$ cat src/rtl/cpu_pkg.sv
// Shared definitions for the 16-bit CPU: data width, opcodes, NOP encoding and fetch FSM states.
package cpu_pkg;

  localparam int unsigned XLEN = 16;

  // Major opcodes, held in instr[3:0].
  localparam logic [3:0] OP_JAL  = 4'b0000;
  localparam logic [3:0] OP_JALR = 4'b0001;
  localparam logic [3:0] OP_BEQ  = 4'b0010;
  localparam logic [3:0] OP_BLE  = 4'b0011;
  localparam logic [3:0] OP_LB   = 4'b0100;
  localparam logic [3:0] OP_LW   = 4'b0101;
  localparam logic [3:0] OP_SB   = 4'b0110;
  localparam logic [3:0] OP_SW   = 4'b0111;
  localparam logic [3:0] OP_ADDI = 4'b1100;
  localparam logic [3:0] OP_SUBI = 4'b1101;
  localparam logic [3:0] OP_LUI  = 4'b1110;

  // addi r0,r0,0
  localparam logic [XLEN-1:0] NOP_INSTR_DEFAULT = 16'h000C;

  // IDLE/HOLD: no read outstanding. WAIT/DROP: exactly one read outstanding;
  // in DROP its response is discarded.
  typedef enum logic [1:0] {
    IDLE = 2'd0,
    WAIT = 2'd1,
    HOLD = 2'd2,
    DROP = 2'd3
  } fetch_state_e;

  // Sequential fetch address, 16-bit modulo.
  function automatic logic [XLEN-1:0] pc_inc(input logic [XLEN-1:0] pc);
    return pc + XLEN'(2);
  endfunction

endpackage

$ cat src/rtl/fetch_stage.sv
// Instruction fetch stage: owns the PC, keeps one imem read in flight, drives the IF/ID
// register and parks one returned instruction in a skid buffer while decode is stalled.
module fetch_stage
  import cpu_pkg::*;
#(
  parameter logic [XLEN-1:0] RESET_PC  = 16'h0000,
  parameter logic [XLEN-1:0] NOP_INSTR = NOP_INSTR_DEFAULT
) (
  input  logic            clk,
  input  logic            rst,
  output logic            imem_req,
  output logic [XLEN-1:0] imem_addr,
  input  logic            imem_rvalid,
  input  logic [XLEN-1:0] imem_rdata,
  input  logic            id_stall,
  input  logic            redirect_valid,
  input  logic [XLEN-1:0] redirect_pc,
  output logic            if_valid,
  output logic [XLEN-1:0] if_instr,
  output logic [XLEN-1:0] if_pc,
  output logic [XLEN-1:0] if_pc_plus2
);

  fetch_state_e    state_q, state_d;
  logic [XLEN-1:0] pc_q, pc_d;
  logic            req_q, req_d;
  logic [XLEN-1:0] addr_q, addr_d;

  logic            if_valid_q, if_valid_d;
  logic [XLEN-1:0] if_instr_q, if_instr_d;
  logic [XLEN-1:0] if_pc_q, if_pc_d;
  logic [XLEN-1:0] if_pc_plus2_q, if_pc_plus2_d;

  logic            buf_valid_q, buf_valid_d;
  logic [XLEN-1:0] buf_instr_q, buf_instr_d;
  logic [XLEN-1:0] buf_pc_q, buf_pc_d;

  logic            accept;
  logic [XLEN-1:0] redirect_tgt;

  // A bubble in IF/ID never blocks, even with decode stalled.
  assign accept       = !if_valid_q || !id_stall;
  assign redirect_tgt = redirect_pc & 16'hFFFE;

  // Next-state, request and IF/ID / skid buffer updates; redirect outranks everything.
  always_comb begin
    state_d       = state_q;
    pc_d          = pc_q;
    req_d         = 1'b0;
    addr_d        = addr_q;
    if_valid_d    = if_valid_q;
    if_instr_d    = if_instr_q;
    if_pc_d       = if_pc_q;
    if_pc_plus2_d = if_pc_plus2_q;
    buf_valid_d   = buf_valid_q;
    buf_instr_d   = buf_instr_q;
    buf_pc_d      = buf_pc_q;

    if (redirect_valid) begin
      if_valid_d  = 1'b0;
      if_instr_d  = NOP_INSTR;
      buf_valid_d = 1'b0;
      pc_d        = redirect_tgt;
      unique case (state_q)
        WAIT: begin
          if (imem_rvalid) begin
            req_d   = 1'b1;
            addr_d  = redirect_tgt;
          end else begin
            state_d = DROP;
          end
        end
        DROP: begin
          // The stale response arriving with the redirect frees the port, so the new
          // target can go out now instead of leaving nothing in flight.
          if (imem_rvalid) begin
            req_d   = 1'b1;
            addr_d  = redirect_tgt;
            state_d = WAIT;
          end
        end
        default: begin
          req_d   = 1'b1;
          addr_d  = redirect_tgt;
          state_d = WAIT;
        end
      endcase
    end else begin
      unique case (state_q)
        IDLE: begin
          req_d   = 1'b1;
          addr_d  = pc_q;
          state_d = WAIT;
        end
        WAIT: begin
          if (imem_rvalid && accept) begin
            if_valid_d    = 1'b1;
            if_instr_d    = imem_rdata;
            if_pc_d       = pc_q;
            if_pc_plus2_d = pc_inc(pc_q);
            pc_d          = pc_inc(pc_q);
            req_d         = 1'b1;
            addr_d        = pc_inc(pc_q);
          end else if (imem_rvalid) begin
            buf_valid_d = 1'b1;
            buf_instr_d = imem_rdata;
            buf_pc_d    = pc_q;
            pc_d        = pc_inc(pc_q);
            state_d     = HOLD;
          end else if (accept) begin
            if_valid_d = 1'b0;
            if_instr_d = NOP_INSTR;
          end
        end
        HOLD: begin
          if (!id_stall) begin
            if_valid_d    = buf_valid_q;
            if_instr_d    = buf_valid_q ? buf_instr_q : NOP_INSTR;
            if_pc_d       = buf_pc_q;
            if_pc_plus2_d = pc_inc(buf_pc_q);
            buf_valid_d   = 1'b0;
            req_d         = 1'b1;
            addr_d        = pc_q;
            state_d       = WAIT;
          end
        end
        DROP: begin
          if (imem_rvalid) begin
            req_d   = 1'b1;
            addr_d  = pc_q;
            state_d = WAIT;
          end
        end
        default: state_d = IDLE;
      endcase
    end
  end

  // FSM state, PC and registered imem request; a reset forgets any read in flight.
  always_ff @(posedge clk) begin
    if (rst) begin
      state_q <= IDLE;
      pc_q    <= RESET_PC;
      req_q   <= 1'b0;
      addr_q  <= '0;
    end else begin
      state_q <= state_d;
      pc_q    <= pc_d;
      req_q   <= req_d;
      addr_q  <= addr_d;
    end
  end

  // IF/ID pipeline register.
  always_ff @(posedge clk) begin
    if (rst) begin
      if_valid_q    <= 1'b0;
      if_instr_q    <= NOP_INSTR;
      if_pc_q       <= '0;
      if_pc_plus2_q <= '0;
    end else begin
      if_valid_q    <= if_valid_d;
      if_instr_q    <= if_instr_d;
      if_pc_q       <= if_pc_d;
      if_pc_plus2_q <= if_pc_plus2_d;
    end
  end

  // One-entry skid buffer for a response that arrives while decode is stalled.
  always_ff @(posedge clk) begin
    if (rst) begin
      buf_valid_q <= 1'b0;
      buf_instr_q <= NOP_INSTR;
      buf_pc_q    <= '0;
    end else begin
      buf_valid_q <= buf_valid_d;
      buf_instr_q <= buf_instr_d;
      buf_pc_q    <= buf_pc_d;
    end
  end

  assign imem_req    = req_q;
  assign imem_addr   = addr_q;
  assign if_valid    = if_valid_q;
  assign if_instr    = if_instr_q;
  assign if_pc       = if_pc_q;
  assign if_pc_plus2 = if_pc_plus2_q;

endmodule

$ cat config.mk
export PLATFORM = sky130hd
export DESIGN_NAME = fetch_stage
export DESIGN_NICKNAME = d
export VERILOG_FILES = /design/src/rtl/cpu_pkg.sv /design/src/rtl/fetch_stage.sv
export SDC_FILE = /design/constraint.sdc
export NUM_CORES = 1
export LEC_CHECK = 0
export CORE_MARGIN = 5
export CORE_UTILIZATION = 48
export CTS_BUF_LIST = sky130_fd_sc_hd__clkbuf_16
export CTS_CLUSTER_SIZE = 14
export DETAILED_ROUTE_END_ITERATION = 7
export PLACE_DENSITY = 0.84
export SLEW_MARGIN = 10
export SYNTH_ARGS = -nofsm -noshare
export SYNTH_HDL_FRONTEND = slang
export SYNTH_SLANG_ARGS = --single-unit
$ cat constraint.sdc
create_clock -name clk -period 5.1 [get_ports clk]
set_input_delay 1.02 -clock clk [delete_from_list [all_inputs] [get_ports clk]]
set_output_delay 1.02 -clock clk [all_outputs]
set_load 0.01 [all_outputs]
# After elaboration in Yosys (flattened, before gate mapping)
# Cells that the tools add are included.
# W data, S select, Z words.
dict set report totals {
  ff_bits 117
  input_bits 37
  output_inout_bits 66
  word_cells 96
}
dict set report op_classes {
  addsub 2
  eq_ne 16
  muxes 45
  bitwise_logic 2
  reduce_logical 19
}
# op count
set op_table {}
lappend op_table {{$mux W16} 18}
lappend op_table {{$pmux W16 S2} 3}
lappend op_table {{$pmux W16 S4} 1}
lappend op_table {{$add A16 B2 Y16 const B} 2}
lappend op_table {{$ne A3 B3 Y1 const B} 9}
lappend op_table {{$reduce_and A4 Y1} 6}
lappend op_table {{$mux W1} 12}
lappend op_table {{$mux W2} 6}
lappend op_table {{$ne A2 B2 Y1 const B} 4}
lappend op_table {{$pmux W2 S4} 1}
lappend op_table {{$reduce_bool A2 Y1} 3}
lappend op_table {{$eq A2 B2 Y1 const B} 2}
lappend op_table {{$pmux W1 S2} 2}
lappend op_table {{$pmux W1 S4} 1}
lappend op_table {{$pmux W2 S2} 1}
lappend op_table {{$reduce_and A2 Y1} 2}
lappend op_table {{$reduce_or A2 Y1} 2}
lappend op_table {{$reduce_bool A3 Y1} 1}
lappend op_table {{$eq A2 B1 Y1 const B} 1}
lappend op_table {{$logic_not A1 Y1} 2}
lappend op_table {{$logic_not A2 Y1} 1}
lappend op_table {{$not A1 Y1} 2}
lappend op_table {{$logic_and A1 B1 Y1} 1}
lappend op_table {{$logic_or A1 B1 Y1} 1}

# Logic depth before layout (Yosys ltp)
dict set report logic_depth {
  ltp_word 6
  depth_mapped 9
  ltp_nobuf 6
}

# Least setup slack after synthesis
# OpenSTA, ideal clock, no wires.
dict set report synth_timing {
  path_type {input to register}
  start {in imem_rvalid}
  end {reg pc_q[10]}
  setup_time_ps 86
  t_arrival_ps 2249
  required_ps 5014
  setup_slack_ps 2766
  cell_stages 7
  path_buffers 2
  cell_sequence {clkbuf_2 -> nand3b_1 -> buf_2 -> nor3_1 -> nand2_1 -> xor2_1 -> a211oi_1}
}
dict set report synth_via {
  elab_chain_cells 4
  elab_cells_between_ends 6
  cone_classes {3 x mux; 3 x reduce/logical}
}
# item line
set synth_rtl {}
lappend synth_rtl {{from (decl)} fetch_stage.sv:13} ;# input logic imem_rvalid,
lappend synth_rtl {{$logic_and A1 B1 Y1} fetch_stage.sv:96} ;# if (imem_rvalid && accept) begin
lappend synth_rtl {{$mux W16} fetch_stage.sv:96}
lappend synth_rtl {{$mux W16} fetch_stage.sv:89} ;# unique case (state_q)
lappend synth_rtl {{$mux W16} fetch_stage.sv:59} ;# if (redirect_valid) begin
lappend synth_rtl {{to (signal assigned)} fetch_stage.sv:148} ;# pc_q <= pc_d;
lappend synth_rtl {{to (decl)} fetch_stage.sv:25} ;# logic [XLEN-1:0] pc_q, pc_d;
# Several ways; a longest one is shown, not always the timed one. The select of a mux whose other input is x is not followed.
# A chain may end at the register's enable or synchronous reset.

# Worst setup path after layout
dict set report layout_timing {
  start {in id_stall}
  end {reg if_pc_plus2_q[12], in the netlist if_pc_plus2[12]}
}
dict set report layout_via {
  elab_chain_cells 5
  elab_cells_between_ends 6
  cone_classes {2 x eq/ne; 4 x reduce/logical}
}
# item line
set layout_rtl {}
lappend layout_rtl {{from (decl)} fetch_stage.sv:15} ;# input logic id_stall,
lappend layout_rtl {{$logic_not A1 Y1} -}
lappend layout_rtl {{$logic_or A1 B1 Y1} fetch_stage.sv:42} ;# assign accept = !if_valid_q || !id_stall;
lappend layout_rtl {{$logic_and A1 B1 Y1} fetch_stage.sv:96}
lappend layout_rtl {{$ne A2 B2 Y1 (no source line)} -}
lappend layout_rtl {{$reduce_and A4 Y1 (no source line) (*)} -}
lappend layout_rtl {{to (signal assigned)} fetch_stage.sv:165} ;# if_pc_plus2_q <= if_pc_plus2_d;
lappend layout_rtl {{to (decl)} fetch_stage.sv:32} ;# logic [XLEN-1:0] if_pc_plus2_q, if_pc_plus2_d;
# Every way passes the cells marked *; elsewhere a longest branch is shown, timed or not.

==> results.yml <==
min_path:
  worstHoldPathType: "reg -> reg"
clocking:
  post-cts-setup-buffers: 0
  clock_path_buffers: 2
  clk_pin_slew_ns: 0.07
  hold_buffers: 0
  cts_root_buffer: "clkbuf_16"
  cts_tree: "yes"
  clk_latency_ns: 0.35
  cts_buffers: 9
  htree_levels: 3
  cts_sinks: 112
  cts-resized-gates: 0
detailed_routing:
  avgViaCountPerCell: 5.93
  vias: 5341
  post-route-drc-count: 0
  ant_nets: 0
  drt_first_pass_iters: 6
  drt_wl_total_microns: 15100
  drtIter0Drc: 499
  post_drt_wl_per_cell_microns: 16.7
yosys:
  async_flop_share_pct: 0
  netlist_instances: 704
  synth-edff-count: 0
  yosysWarnings: 0
  yosys.cell_types.count: 51
  ys_ff_latch: 112
  syn_area_sq_um: 5490
  synth_area_leader_cell: "dfxtp_1"
  synth_most_common_cell: "nand2_1"
  synthTopCellsByCount: "155 x nand2_1, 112 x dfxtp_1, 64 x nor2_1"
  ys_seq_area_share_pct: 40.8
  ys_top_cells_by_area: "dfxtp_1 41%, nand2_1 11%, a21oi_1 5.1%"
  synth_flop_cell: "dfxtp_1"
  avgSynthCellArea_sq_um: 7.80
  netlist.area_leader.share_pct: 40.8
sta:
  timing.slew.headroom_pct: 22.3
  period_minus_slack_ns: 3.29
  tightest_slew_ns: 1.16
  grt_setup_unrepaired: "no"
  fin_worst_skew_ns: 0.00707
  period_share_pct: 64.5
  max_freq_mhz: 304
  finalHoldViolations: 0
  slew_violations: 0
  setup-violations-final: 0
  fin_tns_setup_ns: 0
worst_setup_path:
  critPathKind: "in -> reg"
  crit_path_end_kind: "flip-flop"
  cpPeakStageDelay_ns: 0.51
  path_cells: "clkdlybuf4s50_1 > nor3b_1 > a31oi_1 > nor2_4 > buf_4 > nand2_1 > o32ai_1"
  start_kind: "input pin"
  required_ns: 5.35
  cp.arrival_ns: 3.54
  cp_slowest_cell: "clkdlybuf4s50_1"
  critPathMaxFanout: 21
run_status:
  status: "finished, final reports clean"
grt:
  grt_antenna_before_repair: 0
  grt_pass1_wl_microns: 24400
  grt_usage_pct: 22.0
  grt_max_degree: 70
  grt_pass1_vias: 5086
  overflow: 0
pwr:
  vdd_drop_max_mv: 0.165
  p_leak_nw: 2.35
  powerDensity_nw_per_um2: 286
final_layout:
  layout-drive-gt1-share_pct: 4.22
  n_antenna_cell: 0
  nNetsFinal: 793
  fill_cells: 1025
  stdcell_area_sq_um: 6650
  syn_to_final_growth_pct: 21.2
die:
  die_w_microns: 117
  core_sq_um: 11300
  die_h_microns: 117
  die_area_sq_um: 13700
  num_rows: 39
  ios: 103
  start_util_pct: 48.5
placed_design:
  dpl.hpwl_microns: 10400
  place.gp.congestion: 0.914
  placed_area_sq_um: 6380
  io_buffers: 98
job:
  drv_cap: 0
-- final cells by class --
| cell class | instances | area (sq um) | share of cell area (%) |
|---|---|---|---|
| Clock buffer | 9 | 225 | 3.38 |
| Clock inverter | 6 | 45.0 | 0.677 |
| Inverter | 6 | 22.5 | 0.338 |
| Multi-Input combinational cell | 519 | 2900 | 43.6 |
| Sequential cell | 112 | 2240 | 33.7 |
| Tap cell | 143 | 179 | 2.69 |
| Timing Repair Buffer | 106 | 1040 | 15.6 |
-- worst max-delay path, delay by kind of cell --
family	cells	cell delay, ns
AND/OR/NAND/NOR	3	1.15
buffers and inverters	2	0.83
AO/OA/AOI/OAI	2	0.54
-- cells by family after synthesis --
family	Yosys count	share of synthesized area, %
adder cells (fa/ha/maj)	2	0.456
buffers and inverters	75	6.63
flip-flops	112	40.8
AO/OA/AOI/OAI	136	16.8
other	1	0.0683
multiplexers	3	0.547
AND/OR/NAND/NOR	326	26.8
XOR/XNOR	49	7.81
-- per-layer routing --
metal  wire length, microns  track usage [%]
met5                      0                0
met4                    404             8.79
met3                   1130             3.75
met2                   7370             36.3
met1                   6170             28.7
-- stage by stage --
step / setup WS [ns] / total power, mW / hold WS (ns) / utilization (%) / cells
5_1_grt: 1.67 / 1.97 / 0.480 / 58.8 / 901
4_1_cts: 1.94 / 1.91 / 0.460 / 58.7 / 901
2_1_floorplan: 2.77 / 1.14 / 0.436 / - / 706
3_3_place_gp: 1.65 / 1.25 / 0.442 / 56.4 / 886
6_report: 1.81 / 1.90 / 0.460 / 58.8 / 901
3_5_place_dp: 1.60 / 1.25 / 0.449 / 56.4 / 886
-- cell usage in the layout (no fill, tap or decap), types with 3 or more instances in the layout --
cell type	n
nor3_1	28
buf_4	8
inv_1	6
nand2_1	155
o211a_1	4
nand2b_1	17
mux2i_1	3
o211ai_1	13
o21ai_0	6
nand3_1	24
nor2_1	64
clkdlybuf4s50_1	97
o22ai_1	3
a221oi_1	14
a311oi_1	18
and3_1	3
xor2_1	27
o32ai_1	7
clkbuf_16	9
conb_1	3
nand4_1	7
xnor2_1	22
a21oi_1	55
or3_1	4
a31oi_1	3
nor4_1	6
and4_1	3
dfxtp_1	112
-- where the power goes --
group	internal (mW)	switching (mW)	total, mW	leakage [nW]
Combinational	0.133	0.145	0.279	1.31
Clock	0.332	0.331	0.663	0.126
Sequential	0.913	0.0466	0.959	0.915
-- path summary, 6_finish.rpt --
check | from | end | slack [ns] | depth (start not counted)
worst max register to register | state_q[0] | if_pc_plus2[12] | 2.09 | 6
worst max-delay path | id_stall | if_pc_plus2[12] | 1.81 | 7
worst min-delay path | buf_instr_q[9] | buf_instr_q[9] | 0.46 | 2
worst min register to register | buf_instr_q[9] | buf_instr_q[9] | 0.46 | 2
-- registers in the layout (all words and copies together) (netlist names), 2 cells and up --
register	cells
state_q	2
if_instr	16
if_pc_plus2	15
buf_instr_q	16
buf_pc_q	15
if_pc	15
imem_addr	15
pc_q	15
Note: power is estimated with default switching activity, not from simulation.
